===== src/rtl/number_pkg.sv =====
// Shared encodings and limits for the digit/number conversion blocks.
package number_pkg;

   typedef enum logic [1:0] {
      ST_IDLE  = 2'd0,
      ST_ACCUM = 2'd1,
      ST_DONE  = 2'd2
   } num_state_t;

   localparam logic [3:0] BCD_MAX    = 4'd9;
   localparam int         DIGITS_MAX = 4;
   localparam int         CNT_W      = $clog2(DIGITS_MAX + 1);

endpackage


===== src/rtl/bcd_mac_step.sv =====
// One conversion step: sum = acc*10 + digit, flagged when it exceeds the OUT_W range.
module bcd_mac_step #(
   parameter int OUT_W = 8
) (
   input  logic [OUT_W+3:0] acc,
   input  logic [3:0]       digit,
   output logic [OUT_W+3:0] sum,
   output logic             ovf
);

   localparam logic [OUT_W+3:0] LIMIT = {4'h0, {OUT_W{1'b1}}};

   // Shift-add avoids a multiplier; acc <= 2^OUT_W-1 keeps the result inside OUT_W+4 bits.
   assign sum = (acc << 3) + (acc << 1) + {{OUT_W{1'b0}}, digit};
   assign ovf = (sum > LIMIT);

endmodule


===== src/rtl/digit_to_number_module.sv =====
// Sequential packed-BCD to binary converter, one digit per clock, MSD first.
// Optional nibble validity check is enabled by defining DIGIT_CHECK_EN.
module digit_to_number_module
   import number_pkg::*;
#(
   parameter int DIGITS = 2,
   parameter int OUT_W  = 8
) (
   input  logic                  CLK,
   input  logic                  RSTn,
   input  logic                  Start_Sig,
   input  logic [4*DIGITS-1:0]   Digit_Data,
   output logic [OUT_W-1:0]      Number_Data,
   output logic                  Done_Sig,
   output logic                  Busy_Sig,
   output logic                  Ovf_Sig,
   output logic                  Err_Sig
);

   num_state_t          state, state_nxt;
   logic [4*DIGITS-1:0] shadow;
   logic [OUT_W+3:0]    acc, step_sum;
   logic [CNT_W-1:0]    cnt;
   logic                ovf_q, step_ovf, start_acc;

   bcd_mac_step #(.OUT_W(OUT_W)) u_step (
      .acc   (acc),
      .digit (shadow[4*DIGITS-1 -: 4]),
      .sum   (step_sum),
      .ovf   (step_ovf)
   );

   always_ff @(posedge CLK or negedge RSTn) begin
      if (!RSTn) state <= ST_IDLE;
      else       state <= state_nxt;
   end

   // The Done cycle still counts as busy, so a new request is only taken one cycle later.
   always_comb begin
      state_nxt = state;
      start_acc = 1'b0;
      case (state)
         ST_IDLE:  if (Start_Sig && !Done_Sig) begin
                      state_nxt = ST_ACCUM;
                      start_acc = 1'b1;
                   end
         ST_ACCUM: if (cnt == CNT_W'(DIGITS - 1)) state_nxt = ST_DONE;
         ST_DONE:  state_nxt = ST_IDLE;
         default:  state_nxt = ST_IDLE;
      endcase
   end

   assign Busy_Sig = (state != ST_IDLE) || Done_Sig;

`ifdef DIGIT_CHECK_EN
   logic err_q, bad_nibble;

   always_comb begin
      bad_nibble = 1'b0;
      for (int i = 0; i < DIGITS; i++)
         if (Digit_Data[4*i +: 4] > BCD_MAX) bad_nibble = 1'b1;
   end

   always_ff @(posedge CLK or negedge RSTn) begin
      if (!RSTn)          err_q <= 1'b0;
      else if (start_acc) err_q <= bad_nibble;
   end
`endif

   always_ff @(posedge CLK or negedge RSTn) begin
      if (!RSTn) begin
         shadow      <= '0;
         acc         <= '0;
         cnt         <= '0;
         ovf_q       <= 1'b0;
         Number_Data <= '0;
         Done_Sig    <= 1'b0;
         Ovf_Sig     <= 1'b0;
         Err_Sig     <= 1'b0;
      end else begin
         Done_Sig <= 1'b0;
         if (start_acc) begin
            shadow <= Digit_Data;
            acc    <= '0;
            cnt    <= '0;
            ovf_q  <= 1'b0;
         end else if (state == ST_ACCUM) begin
            if (!ovf_q) begin
               acc   <= step_sum;
               ovf_q <= step_ovf;
            end
            shadow <= shadow << 4;
            cnt    <= cnt + 1'b1;
         end else if (state == ST_DONE) begin
            Done_Sig    <= 1'b1;
            Number_Data <= ovf_q ? {OUT_W{1'b1}} : acc[OUT_W-1:0];
            Ovf_Sig     <= ovf_q;
`ifdef DIGIT_CHECK_EN
            Err_Sig     <= err_q;
            if (err_q) begin
               Number_Data <= '0;
               Ovf_Sig     <= 1'b0;
            end
`endif
         end
      end
   end

endmodule


===== config.mk =====
export PLATFORM = sky130hd
export DESIGN_NAME = digit_to_number_module
export DESIGN_NICKNAME = d
export VERILOG_FILES = /design/src/rtl/number_pkg.sv /design/src/rtl/bcd_mac_step.sv /design/src/rtl/digit_to_number_module.sv
export SDC_FILE = /design/constraint.sdc
export NUM_CORES = 1
export LEC_CHECK = 0
export CAP_MARGIN = 20
export CORE_UTILIZATION = 45
export DETAILED_ROUTE_END_ITERATION = 8
export PLACE_DENSITY = 0.66
export SLEW_MARGIN = 15
export SYNTH_ARGS = -nofsm -noshare
export SYNTH_HDL_FRONTEND = slang
export SYNTH_SLANG_ARGS = --single-unit

===== constraint.sdc =====
create_clock -name CLK -period 3 [get_ports CLK]
set_input_delay 0.75 -clock CLK [delete_from_list [all_inputs] [get_ports CLK]]
set_output_delay 0.75 -clock CLK [all_outputs]
set_load 0.01 [all_outputs]

* Yosys cells after proc, flatten, opt, wreduce, memory -nomap -nowiden
Cells that the tools add are included.
** Cells by class
- Shift operators :: 0
- $lt $le $gt $ge :: 1
- Div/mod/pow operators :: 0
- Mux-type cells :: 19
- Reductions and logical operators :: 9
- Eq/ne operators :: 6
- Multipliers :: 0
- $add $sub $neg :: 3
- Bitwise logic cells :: 2
** Operator list (number)
- 11-bit 2-to-1 mux :: 3
- 8-bit 2-to-1 mux :: 3
- 12-bit adder :: 1
- 12-bit by 4-bit adder with 12-bit output :: 1
- 12-bit by 8-bit > comparator with 1-bit output (second input constant) :: 1
- 1-bit 2-to-1 mux :: 8
- 3-bit 2-to-1 mux :: 2
- 2-bit 2-to-1 mux :: 2
- 2-bit inequality test (second input constant) :: 2
- 2-bit case mux with 2 select lines :: 1
- 2-bit AND reduction :: 2
- 2-bit nonzero test :: 2
- 3-bit by 1-bit adder with 3-bit output (second input constant) :: 1
- 3-bit by 1-bit equality test with 1-bit output (second input constant) :: 1
- 3-bit AND reduction :: 1
- 2-bit by 1-bit equality test with 1-bit output (second input constant) :: 1
- 2-bit equality test (second input constant) :: 1
- 2-bit zero test :: 1
- 2-bit by 1-bit inequality test with 1-bit output (second input constant) :: 1
- 1-bit inverter :: 2
- 1-bit logical AND :: 1
- 1-bit zero test :: 1
- 1-bit logical OR :: 1
** Storage, ports and cells
- Word-level logic and storage cells :: 48
- Input bits :: 11
- Memories kept :: 0
- Bits in latches :: 0
- Bits in writable memories :: 0
- Register bits after elaboration :: 35
- Memory bits (read-only) :: 0

* Longest topological paths before layout
Gate-level depths: netlist of the first run.
- Word-level depth :: 6
- Gate-level depth with buffers :: 10
- Mapped depth without buffers :: 10

* Modules after synthesis
From an unflattened synthesis of the first run, not the netlist that was laid out.
** Second synthesis, totals
- Cell total of the unflattened synthesis :: 216
- Area, all modules :: 2078.2 um2
** By module, submodules not included
- digit_to_number_module :: area each 1540.2 um2, seq. area each 900.9 um2, times used 1, cells each 152
- bcd_mac_step :: area each 538.0 um2, seq. area each 0.0 um2, times used 1, cells each 64

* Least setup slack after synthesis of the first run
OpenSTA, ideal clock, no wires.
- Path kind :: reg-to-reg
- Start :: reg acc[0]
- End :: reg ovf_q
- Setup slack :: 0.478 ns
- Arrival :: 2.454 ns
- Required time :: 2.931 ns
- Period minus slack after synthesis :: 2.522 ns
- Stages on the path, launching flop included :: 11
- Setup time :: 0.069 ns
- Cells stage by stage :: dfrtp_1 > inv_1 > fa_1 > inv_1 > ha_1 > a21oi_1 > o22ai_1 > a2111oi_4 > xnor2_1 > a311o_1 > nand3_1
** On the way
- Word-level cells in the longest chain between the ends :: 6
** Ends and longest elaborated chain
- start, declared :: line digit_to_number_module.sv:22 : logic [OUT_W+3:0] acc, step_sum;
- start signal, assigned :: line digit_to_number_module.sv:89 : acc <= step_sum;
- 12-bit adder :: line bcd_mac_step.sv:14 : assign sum = (acc << 3) + (acc << 1) + {{OUT_W{1'b0}}, digit};
- 12-bit by 4-bit adder with 12-bit output :: line bcd_mac_step.sv:14
- 12-bit by 8-bit > comparator with 1-bit output :: line bcd_mac_step.sv:15 : assign ovf = (sum > LIMIT);
- 1-bit 2-to-1 mux :: line digit_to_number_module.sv:88 : if (!ovf_q) begin
- 1-bit 2-to-1 mux :: line digit_to_number_module.sv:87 : end else if (state == ST_ACCUM) begin
- 1-bit 2-to-1 mux :: line digit_to_number_module.sv:82 : if (start_acc) begin
- end signal, assigned :: line digit_to_number_module.sv:90 : ovf_q <= step_ovf;
- end, declared :: line digit_to_number_module.sv:24 : logic ovf_q, step_ovf, start_acc;
No other way between the ends. The select of a mux whose other input is x is not followed.
A chain may end at the register's enable or synchronous reset.

* Worst setup path in the final report of the first run
Same ends and word-level chain as after synthesis.

==> results.py, run 1 <==
metrics = {
    "routing": {
        "routed_wl_um": 3944,
        "wire_per_inst_um": 13.84,
        "ant_nets": 0,
        "drtIter0Drc": 103,
        "vias_per_cell": 5.277,
        "drt-pass1-iter-count": 5,
        "route.vias.total": 1504,
        "drc_errors": 0,
    },
    "worst_setup_path": {
        "crit_path_max_fanout": 5,
        "cp-end-kind": "register",
        "cpMostUsedCell": "inv_1",
        "crit_family": "compound AO/OA/AOI/OAI gates",
        "cp.arrival_ns": 2.97,
        "critPathLaunchType": "register",
        "required_ns": 3.22,
        "worstSetupPathType": "reg -> reg",
        "path_buf_inv": 2,
        "cpMaxStageDelayCell": "fa_1",
        "max_stage_delay_ns": 0.57,
        "crit_path_cell_trace": "inv_1 > fa_1 > inv_1 > ha_1 > a21oi_1 > o22ai_1 > a2111oi_4 > xnor2_1 > a311o_1 > nand3_1",
    },
    "placed_design": {
        "place_hpwl_um": 2915,
        "placed_cell_area_mm2": 0.002280,
        "dp_slack_ns": 0.2640,
        "routabilityCongestion": 0.7781,
        "port_buffers": 21,
    },
    "floorplan": {
        "io_pins": 23,
        "core_mm2": 0.004144,
        "dieArea_mm2": 0.004751,
        "start_util_pct": 48.64,
        "die_h_um": 68.93,
        "die_w_um": 68.93,
        "rows": 23,
    },
    "synthesis": {
        "synth_cells": 211,
        "synthesis.area_mm2": 0.002016,
        "syn_avg_cell_area_um2": 9.553,
        "synth-main-ff-cell": "dfrtp_1",
        "synth_edf_count": 0,
        "synth_seq_cells": 35,
        "synth_cell_types": 39,
        "ys_async_sr_fraction_pct": 100.0,
        "yosysWarnings": 1,
        "seq_area_frac_synth_pct": 43.45,
        "syn-num-nets": 244,
    },
    "power_and_ir_drop": {
        "power_uw": 2515,
        "p_leak_uw": 0.001218,
        "power.density_mw_per_mm2": 1057,
        "vdd_ir_drop_max_uv": 467.5,
    },
    "sta": {
        "slew_headroom_pct": 57.88,
        "hold_viol": 0,
        "skew_ns": 0.005826,
        "fmax_mhz": 364.0,
        "finalSetupViolCount": 0,
        "slew_viol_final": 0,
        "fin_setup_tns_ns": 0,
        "rsz0062_at_grt": "false",
        "worst_pin_slew_ns": 0.6295,
        "final.min_clock_period_ns": 2.747,
        "setup_ws_ns": 0.2530,
        "period_share_pct": 91.57,
    },
    "global_routing": {
        "grt_pass1_vias": 1479,
        "grt_use_met2_pct": 33.50,
        "grtUsageTotal_pct": 20.12,
        "grt_util_met3_pct": 3.947,
        "grt_first_pass_wirelength_um": 6817,
        "grt_use_met1_pct": 25.56,
        "overflow": 0,
        "grt_busiest_layer": "met2",
        "antenna_found_initial": 0,
        "grt_max_degree": 36,
    },
    "clock_tree": {
        "cts_tree": "yes",
        "cts_hold_buf": 0,
        "cts_root_buffer": "clkbuf_8",
        "cts_resized": 0,
        "h-tree-depth": 2,
        "cts_setup_buffers": 0,
        "cts_buffer_depth": 2,
        "cts_buffers": 5,
        "clock_latency_ns": 0.29,
        "clkTransAtPathRegs_ns": 0.07,
        "clock_sinks": 35,
    },
    "layout": {
        "final_common_cell": "nand2_1",
        "drive_gt1_share_pct": 8.511,
        "final_cell_area_mm2": 0.002380,
        "fin_util_pct": 57.43,
        "nets": 267,
        "antenna_cells": 0,
        "layout-area-overhead-vs-synth_pct": 18.06,
        "final_cell_mix": "nand2_1 (38), dfrtp_1 (35), clkdlybuf4s50_1 (21)",
    },
    "hold_path": {
        "hold_class": "reg -> reg",
    },
    "job": {
        "maxCapViolations": 0,
    },
    "outcome": {
        "status": "completed",
    },
}
## path summary, 6_finish.rpt
path,from,to,slack [ns],cells after the start
setup / recovery,acc[0],ovf_q,0.25,10
hold / removal,shadow[7],shadow[7],0.48,2
setup reg to reg,acc[0],ovf_q,0.25,10
hold reg to reg,shadow[7],shadow[7],0.48,2
max in group asynchronous,RSTn,shadow[3],1.81,2
min in group asynchronous,RSTn,Number_Data[7],0.88,2
## cell usage after synthesis (3+ instances only)
library cell  number  area [µm²]
nand3_1           11       55.05
o21ai_0           15       75.07
xnor2_1            4       35.03
inv_1             12       45.04
dfrtp_1           35       875.8
o21a_1             3       22.52
xor2_1             4       35.03
clkbuf_1           7       26.28
nand2_1           38       142.6
a22o_1             5       43.79
a22oi_1            3       22.52
ha_1              20       250.2
nor2b_1            4       25.02
nor3_1             4       20.02
nor2_1            16       60.06
a21oi_1            3       15.01
## layer usage
metal / vias up / wire length (µm)
met5: - / 0
met4: 0 / 62
met3: 7 / 141
met2: 31 / 1817
met1: 702 / 1923
li1: 764 / -
## sequential cells by signal, summed over array words and instances (netlist names)
| signal | count |
|---|---|
| acc | 11 |
| Number_Data | 8 |
| shadow | 8 |
| cnt | 3 |
| state | 2 |
| Done_Sig | 1 |
| Ovf_Sig | 1 |
| ovf_q | 1 |
## where the power goes
group          leakage (µW)  internal, µW  switching (µW)  total, µW
clock network     0.0000515           209             162        372
logic              0.000724           611             679       1290
registers          0.000442           686             167        852
## logic make-up after synthesis
| logic type | after synthesis | share of synthesized area (%) |
|---|---|---|
| and+or+nand+nor | 82 | 18.37 |
| AOI/OAI and AO/OA | 40 | 14.90 |
| DFF | 35 | 43.45 |
| adders and majority gates | 22 | 14.40 |
| buffers and inverters | 21 | 4.159 |
| xor gates and xnor gates | 8 | 3.476 |
| muxes | 2 | 1.055 |
| other | 1 | 0.1860 |
## worst register-to-register path, stage by stage (launching register included)
cell	delay, ns
dfrtp_1	0.39
inv_1	0.08
fa_1	0.57
inv_1	0.06
ha_1	0.29
a21oi_1	0.20
o22ai_1	0.22
a2111oi_4	0.34
xnor2_1	0.10
a311o_1	0.36
nand3_1	0.08
## final cells by class
type / instances / area, µm²
fill: 394 / 1764
multi-input combinational: 155 / 1056
sequential: 35 / 875.8
timing repair buffer: 25 / 240.2
clock buffer: 8 / 100.1
tap: 50 / 62.56
inverter: 12 / 45.04
## through the flow
stage | std cells | hold slack, ns
final | 285 | 0.4768
after global routing | 285 | 0.5087
after CTS | 285 | 0.4830
after detailed placement | 277 | 0.4669
after global placement | 277 | 0.4626
after floorplan | 211 | 0.4459
(Power assumes the default switching activity.)
==> inputs of run 2 (changes only) <==
--- a/config.mk
+++ b/config.mk
@@ -5,6 +5,7 @@
 export SDC_FILE = /design/constraint.sdc
 export NUM_CORES = 1
 export LEC_CHECK = 0
+export ABC_AREA = 1
 export CAP_MARGIN = 20
 export CORE_UTILIZATION = 45
 export DETAILED_ROUTE_END_ITERATION = 8
==> results.py, run 2 <==
metrics = {
    "outcome": {
        "status": "completed",
    },
    "synthesis": {
        "syn-num-nets": 281,
        "yosysWarnings": 1,
        "synth_cell_types": 29,
        "ys_async_sr_fraction_pct": 100.0,
        "synthesis.area_mm2": 0.002048,
        "yosysMostFrequentCell": "nand2_1",
        "synth_top_area_cell": "dfrtp_1",
        "synth_edf_count": 0,
        "synth_area_leaders": "dfrtp_1 (43%), ha_1 (12%), nand2_1 (10%), inv_1 (7.5%), nor2_1 (3.7%)",
        "synth_cells": 248,
        "syn_avg_cell_area_um2": 8.259,
        "synth_top_area_share_pct": 42.76,
        "seq_area_frac_synth_pct": 42.76,
        "synth-main-ff-cell": "dfrtp_1",
        "synth_seq_cells": 35,
        "synth_common_cells": "nand2_1 (56), inv_1 (41), dfrtp_1 (35)",
    },
    "power_and_ir_drop": {
        "p_leak_uw": 0.001239,
        "intPower_uw": 1273,
        "clkPwrFrac_pct": 14.4,
        "vdd_ir_drop_max_uv": 462.9,
        "power.density_mw_per_mm2": 930.9,
        "p_sw_uw": 955.0,
        "pwr-share-comb_pct": 50.9,
        "power_frac_seq_pct": 34.7,
        "switching_share_pct": 42.86,
    },
    "global_routing": {
        "grtUsageTotal_pct": 18.61,
        "grt_pass1_vias": 1541,
        "antenna_found_initial": 0,
        "overflow": 0,
        "grt_max_degree": 36,
        "grt_first_pass_wirelength_um": 7079,
    },
    "sta": {
        "fin_setup_tns_ns": 0,
        "final.min_clock_period_ns": 2.291,
        "fmax_mhz": 436.4,
        "skew_ns": 0.004938,
        "period_share_pct": 76.38,
        "rsz0062_at_grt": "false",
        "slew_viol_final": 0,
        "worst_pin_slew_ns": 0.6350,
        "hold_viol": 0,
        "slew_headroom_pct": 57.43,
        "finalSetupViolCount": 0,
    },
    "floorplan": {
        "die_h_um": 69.47,
        "core_mm2": 0.004354,
        "start_util_pct": 47.04,
        "die_w_um": 69.47,
        "io_pins": 23,
        "dieArea_mm2": 0.004825,
        "rows": 24,
    },
    "worst_setup_path": {
        "endpoint": "Busy_Sig",
        "path_buf_inv": 3,
        "crit_path_max_fanout": 3,
        "critPathLaunchType": "register",
        "cpMaxStageDelayCell": "clkdlybuf4s50_1",
        "cp-end-kind": "output port",
        "reg2reg_slack_ns": 0.75,
        "required_ns": 2.25,
        "regToRegStartpoint": "acc[0]",
        "worstSetupPathType": "reg -> out",
        "ff2ff_path_depth": 13,
        "crit_path_cell_trace": "inv_2 > nand2_1 > nor2_2 > inv_1 > clkdlybuf4s50_1",
        "crit_family": "buffers and inverters",
        "cp.depth": 5,
        "cp.arrival_ns": 1.54,
        "critPathLaunch": "state[1]",
        "r2r_end": "ovf_q",
        "max_stage_delay_ns": 0.47,
    },
    "layout": {
        "register_area_um2": 875.8,
        "biggestRegsByFlops": "acc (11), Number_Data (8), shadow (8)",
        "nets": 308,
        "top_register": "acc",
        "final_common_cell": "nand2_1",
        "antenna_cells": 0,
        "largest_register_ffs": 11,
        "drive_gt1_share_pct": 7.609,
        "final_cell_mix": "nand2_1 (56), inv_1 (41), dfrtp_1 (35)",
        "layout-area-overhead-vs-synth_pct": 16.86,
        "multi_input_area_um2": 977.2,
        "n_fill_cell": 411,
        "final_cells": 328,
    },
    "routing": {
        "ant_nets": 0,
        "routed_wl_um": 4016,
        "vias_per_cell": 5.040,
        "drt-pass1-iter-count": 6,
        "wire_per_inst_um": 12.24,
        "drc_errors": 0,
        "drtIter0Drc": 78,
        "route.vias.total": 1653,
    },
    "clock_tree": {
        "cts_buffer_depth": 2,
        "clock_latency_ns": 0.28,
        "cts_resized": 0,
        "clkTransAtPathRegs_ns": 0.06,
        "cts_tree": "yes",
        "cts_hold_buf": 0,
        "cts_buffers": 5,
        "cts_setup_buffers": 0,
        "h-tree-depth": 2,
        "cts_root_buffer": "clkbuf_8",
        "clock_sinks": 35,
    },
    "hold_path": {
        "min_from": "cnt[2]",
        "hold_class": "reg -> reg",
    },
    "placed_design": {
        "post-place-cells": 320,
        "routabilityCongestion": 0.8315,
        "place_hpwl_um": 3158,
        "port_buffers": 21,
    },
    "job": {
        "maxCapViolations": 0,
    },
}
==> run 2: worst min-delay path by stage <==
stage,end,depth (start not counted)
2_1_floorplan,state[1],1
3_3_place_gp,state[1],1
3_5_place_dp,state[1],1
4_1_cts,state[1],1
5_1_grt,state[1],1
6_report,state[1],1
==> run 2: power groups by stage <==
stage / logic, µW / registers [µW] / clock network [µW]
floorplan: 799 / 776 / 0
CTS: 1150 / 773 / 330
global placement: 1140 / 780 / 0
detailed placement: 1140 / 781 / 0
global route: 1300 / 796 / 350
finish: 1130 / 773 / 321
==> run 2: routing by layer <==
metal	vias up	wire length (µm)	track usage (%)
li1	853	-	-
met1	763	1934	25.76
met2	31	1924	29.77
met3	6	106	3.488
met4	0	51	5.442
met5	-	0	0
==> run 2: area by class of cell <==
class | instances | share of cell area (%)
sequential | 35 | 36.59
inverter | 47 | 7.371
clock buffer | 7 | 3.189
timing repair buffer | 22 | 9.096
tap | 52 | 2.718
clock inverter | 1 | 0.2091
multi-input combinational | 164 | 40.83
==> run 2: through the flow <==
stage          util, %  setup WS [ns]  power, µW  instance area, µm²  hold WS [ns]
6_report         54.97         0.7087       2228                2394        0.4856
5_1_grt          54.97         0.5797       2448                2394        0.5050
4_1_cts          54.97         0.6906       2253                2394        0.4856
3_5_place_dp     53.10         0.7632       1924                2312        0.4742
3_3_place_gp     53.10         0.8285       1915                2312        0.4660
2_1_floorplan        -         0.9173       1575                2048        0.4435
==> run 2: kinds of logic after synthesis <==
logic type	Yosys count	synth area share (%)
other cells	1	0.1831
fa+ha+maj	22	14.17
simple gates	97	20.59
buf+inv	49	9.530
flops	35	42.76
compound gates	40	11.06
xor+xnor	4	1.711
==> run 2: worst register-to-register path: cells and delay by family (launching register included) <==
family                   cells  cell delay, ns
adder cells (fa/ha/maj)      2            0.96
AND/OR/NAND/NOR              9            0.60
flip-flops                   1            0.38
buffers and inverters        2            0.20
==> patch 1 (flow settings as in run 2) <==
Build with the macro `DIGIT_CHECK_EN` defined.
--- a/src/rtl/digit_to_number_module.sv
+++ b/src/rtl/digit_to_number_module.sv
@@ -2,2 +2,4 @@
 // Optional nibble validity check is enabled by defining DIGIT_CHECK_EN.
+`define DIGIT_CHECK_EN
+
 module digit_to_number_module
Function: changed (a bounded check fails within 10 cycles, from zero or initial values and one cycle with RSTn low).
==> patch 1 against run 2 <==
Die area is 6.6% higher; sequential cell count rose by 2; synthesized area increased by 6.8%; routed wire length up 5.5%; design area increased by 6.3%; largest power group unchanged; worst hold slack worse by 23 ps; setup slack better by 50 ps; final cell count up 6.7%; total power increased by 9.4%; clock skew is 2.0 ps lower; first-iteration DRC count up 72%; global-route usage is 0.48 points lower; combinational power up 9.7%.
==> patch 1: results (changes against run 2) <==
wire length on met2 2130 um (+10%); IO Port Bufs 22 (+4.8%); Fmax 446 MHz (+2.2%); status finished clean; P_sw 1.04 mW (+8.5%); final net count 329 (+6.8%); Total GRT Usage 18.1% (-0.48 points); Top Family by Delay on Critical Path adder cells; first-pass GRT wire length 7130 um (+0.78%); Setup CP Type reg2reg; Post-Synth Adder-Cell Area 13.3% (-0.91 points); WL met3 159 um (+50%); WL met1 1880 um (-2.7%); largest net degree at the start of global routing 38 (+5.6%); Area after DPL 0.00246 mm^2 (+6.3%); P_leak 1.36 nW (+9.5%); Synth Area in XOR/XNOR 1.60% (-0.11 points); sequential fraction of the synthesis area 42.3% (-0.45 points); hold_sp state[0]; Mapped Cells 269 (+8.5%); routing usage on met3 4.64% (+1.2 points); via count 1766 (+6.8%); final hold slack 462 ps (-23.1 ps); Ys Warns 0 (-1); Synth area leaders dfrtp_1, nand2_1, ha_1, inv_1, o21ai_0; RePlAce Congestion 0.835 (+0.42%); maximum vdd ir drop 610 uV (+32%); Crit path required time 3170 ps (+920 ps); list of most frequent post-synthesis cells nand2_1, inv_1, dfrtp_1, ha_1, o21ai_0; wirelength, routed 4240 um (+5.5%); compound-cell area share of the yosys netlist 11.2% (+0.15 points); Pre-antenna DRT Iters 5 (-1)
==> patch 1: cell count changes after synthesis, sizes merged, moves of 2 or more <==
cell / change
dfrtp: +2
a21oi: -7
nor2: -6
inv: +3
o21ai: +9
nand2: +18
nand3: +2
==> patch 1: area by class of cell <==
cell class,count,area (um^2),share of cell area (%)
inverters,51,196,7.72
well taps,54,67.6,2.65
clock buffers,7,86.3,3.39
repair buffers,22,215,8.46
multi-input cells,179,1050,41.4
flip-flops and latches,37,926,36.4
==> patch 1: power by group through the flow <==
stage | Combinational, mW | Clock [mW] | Sequential [mW]
floorplan | 0.873 | 0 | 0.846
global placement | 1.24 | 0 | 0.860
detailed placement | 1.25 | 0 | 0.866
CTS | 1.26 | 0.357 | 0.857
global route | 1.41 | 0.373 | 0.877
finish | 1.24 | 0.348 | 0.853
==> patch 2 (config.mk and constraints of run 2) <==
Made on the original files. Re-encode `num_state_t` (3 states) as one-hot, 3 bits wide.
--- a/src/rtl/number_pkg.sv
+++ b/src/rtl/number_pkg.sv
@@ -3,6 +3,6 @@
 
-   typedef enum logic [1:0] {
-      ST_IDLE  = 2'd0,
-      ST_ACCUM = 2'd1,
-      ST_DONE  = 2'd2
+   typedef enum logic [2:0] {
+      ST_IDLE  = 3'b001,
+      ST_ACCUM = 3'b010,
+      ST_DONE  = 3'b100
    } num_state_t;
Behaviour: no difference found for any inputs over 10 cycles, from zero or initial values and one cycle with RSTn low; not proved beyond that.
==> patch 2 against run 2 <==
Design area increased by 4.4%; combinational power up 9%; first-iteration DRC count is 1.3% lower; non-clock buffer count rose by 1; total power rose by 11%; count of clock-buffer cells in the layout decreased by 1; worst hold slack got worse by 12 ps; sequential cell count is 1 higher; fmax decreased by 9.2%; final cell count rose by 1.8%; routed wire length is 5.1% higher; setup slack worse by 230 ps; synthesized area up 3.7%; critical path type unchanged; critical endpoint unchanged; largest cell class unchanged.
==> patch 2: results (changes against run 2) <==
Synth area leaders dfrtp_1, ha_1, nand2_1, inv_1, a21oi_1; biggest regs acc (11), Number_Data (8), shadow (8); Worst path slowest cell dfstp_2; Top Family by Delay on Critical Path flip-flops; Pre-antenna DRT Iters 4 (-2); arrival time worst endpoint 1770 ps (+230 ps); Area after DPL 0.00239 mm^2 (+3.4%); critical path endpoint Busy_Sig; Post-synth ARST share 100% (unchanged); placed cells 326 (+1.9%); Netlist cell types 32 (+10%); R2R cell count 14 (+1); RePlAce Congestion 0.843 (+1.3%); maximum vdd ir drop 429 uV (-7.4%); Max FO, Critical Path 4 (+1); CTS clk-pin slew, worst paths 80 ps (+20 ps); clock insertion delay at the later pin of the skew report 290 ps; via count 1656 (+0.18%); share of layout cells above drive strength 1 8.51% (+0.90 points); syn avg cell area 8.36 um^2 (+1.3%); CTS Buf Count 5 (unchanged); CTS-repair resized insts 0 (unchanged); clock skew 7.45 ps (+2.51 ps); list of most frequent post-synthesis cells nand2_1, inv_1, dfrtp_1, ha_1, nor2_1; Total GRT Usage 19.3% (+0.66 points); IO Port Bufs 21 (unchanged); syn nets 287 (+2.1%); Via-to-Cell Ratio 4.96 (-1.6%); vias in the first global route 1581 (+2.6%); crit path from state[0]; Tmin final 2520 ps (+232 ps); Worst Hold Class reg2reg; P_leak 1.30 nW (+4.5%); CP peak stage delay 610 ps (+140 ps); # H-tree levels 2 (unchanged); CTS root buf clkbuf_8; Synth Flop Type dfrtp_1; wirelength, routed 4220 um (+5.1%); final hold slack 473 ps (-12.3 ps); Ys Warns 1 (unchanged); final net count 314 (+1.9%); status finished clean; Post-Place Setup Slack 645 ps (-118 ps); HPWL Detailed 3270 um (+3.7%); first-pass GRT wire length 7460 um (+5.4%); DRT iter0 DRCs 77 (-1.3%); reg2reg start acc[0]; register-to-register setup slack 780 ps (+30 ps); # fillers 438 (+6.6%); sequential fraction of the synthesis area 42.5% (-0.30 points); largest net degree at the start of global routing 37 (+2.8%)
-- patch 2: routing by layer --
layer | part of all wire, % | routed length (um) | vias to the layer above | global-route usage, %
met5 | 0 | 0 | - | 0
met4 | 0.83 | 35 | 0 | 4.67
met3 | 2.7 | 112 | 5 | 3.85
met2 | 47 | 1970 | 31 | 31.1
met1 | 50 | 2100 | 756 | 26.8
li1 | - | - | 864 | -
-- patch 2: final cells by class --
cell class / instances / area, um^2 / share of cell area (%)
timing repair buffer: 23 / 225 / 9.01
inverter: 48 / 180 / 7.21
tap: 52 / 65.1 / 2.60
clock inverter: 2 / 35.0 / 1.40
clock buffer: 6 / 72.6 / 2.90
multi-input combinational: 167 / 1020 / 40.8
sequential: 36 / 902 / 36.1
-- patch 2: how the worst min path moves through the flow --
stage                endpoint      startpoint  cells after the start
6_report       Number_Data[7]  Number_Data[7]                      2
3_3_place_gp   Number_Data[7]  Number_Data[7]                      2
2_1_floorplan        Done_Sig            RSTn                      0
5_1_grt        Number_Data[7]  Number_Data[7]                      2
3_5_place_dp   Number_Data[7]  Number_Data[7]                      2
4_1_cts        Number_Data[7]  Number_Data[7]                      2
-- patch 2: cells by family (layout without fill, tap and decap cells) --
| family | after synthesis | count (layout) | share of synthesized area (%) |
|---|---|---|---|
| fa+ha+maj | 22 | 22 | 13.7 |
| compound gates | 39 | 39 | 10.9 |
| flops | 36 | 36 | 42.5 |
| xor+xnor | 4 | 4 | 1.65 |
| buf+inv | 51 | 79 | 9.60 |
| simple gates | 101 | 101 | 21.6 |
| other cells | 1 | 1 | 0.177 |
-- patch 2: where the power goes --
part | switching, mW | internal, mW | total, mW
clock network | 0.175 | 0.247 | 0.421
logic | 0.714 | 0.513 | 1.23
registers | 0.142 | 0.687 | 0.829
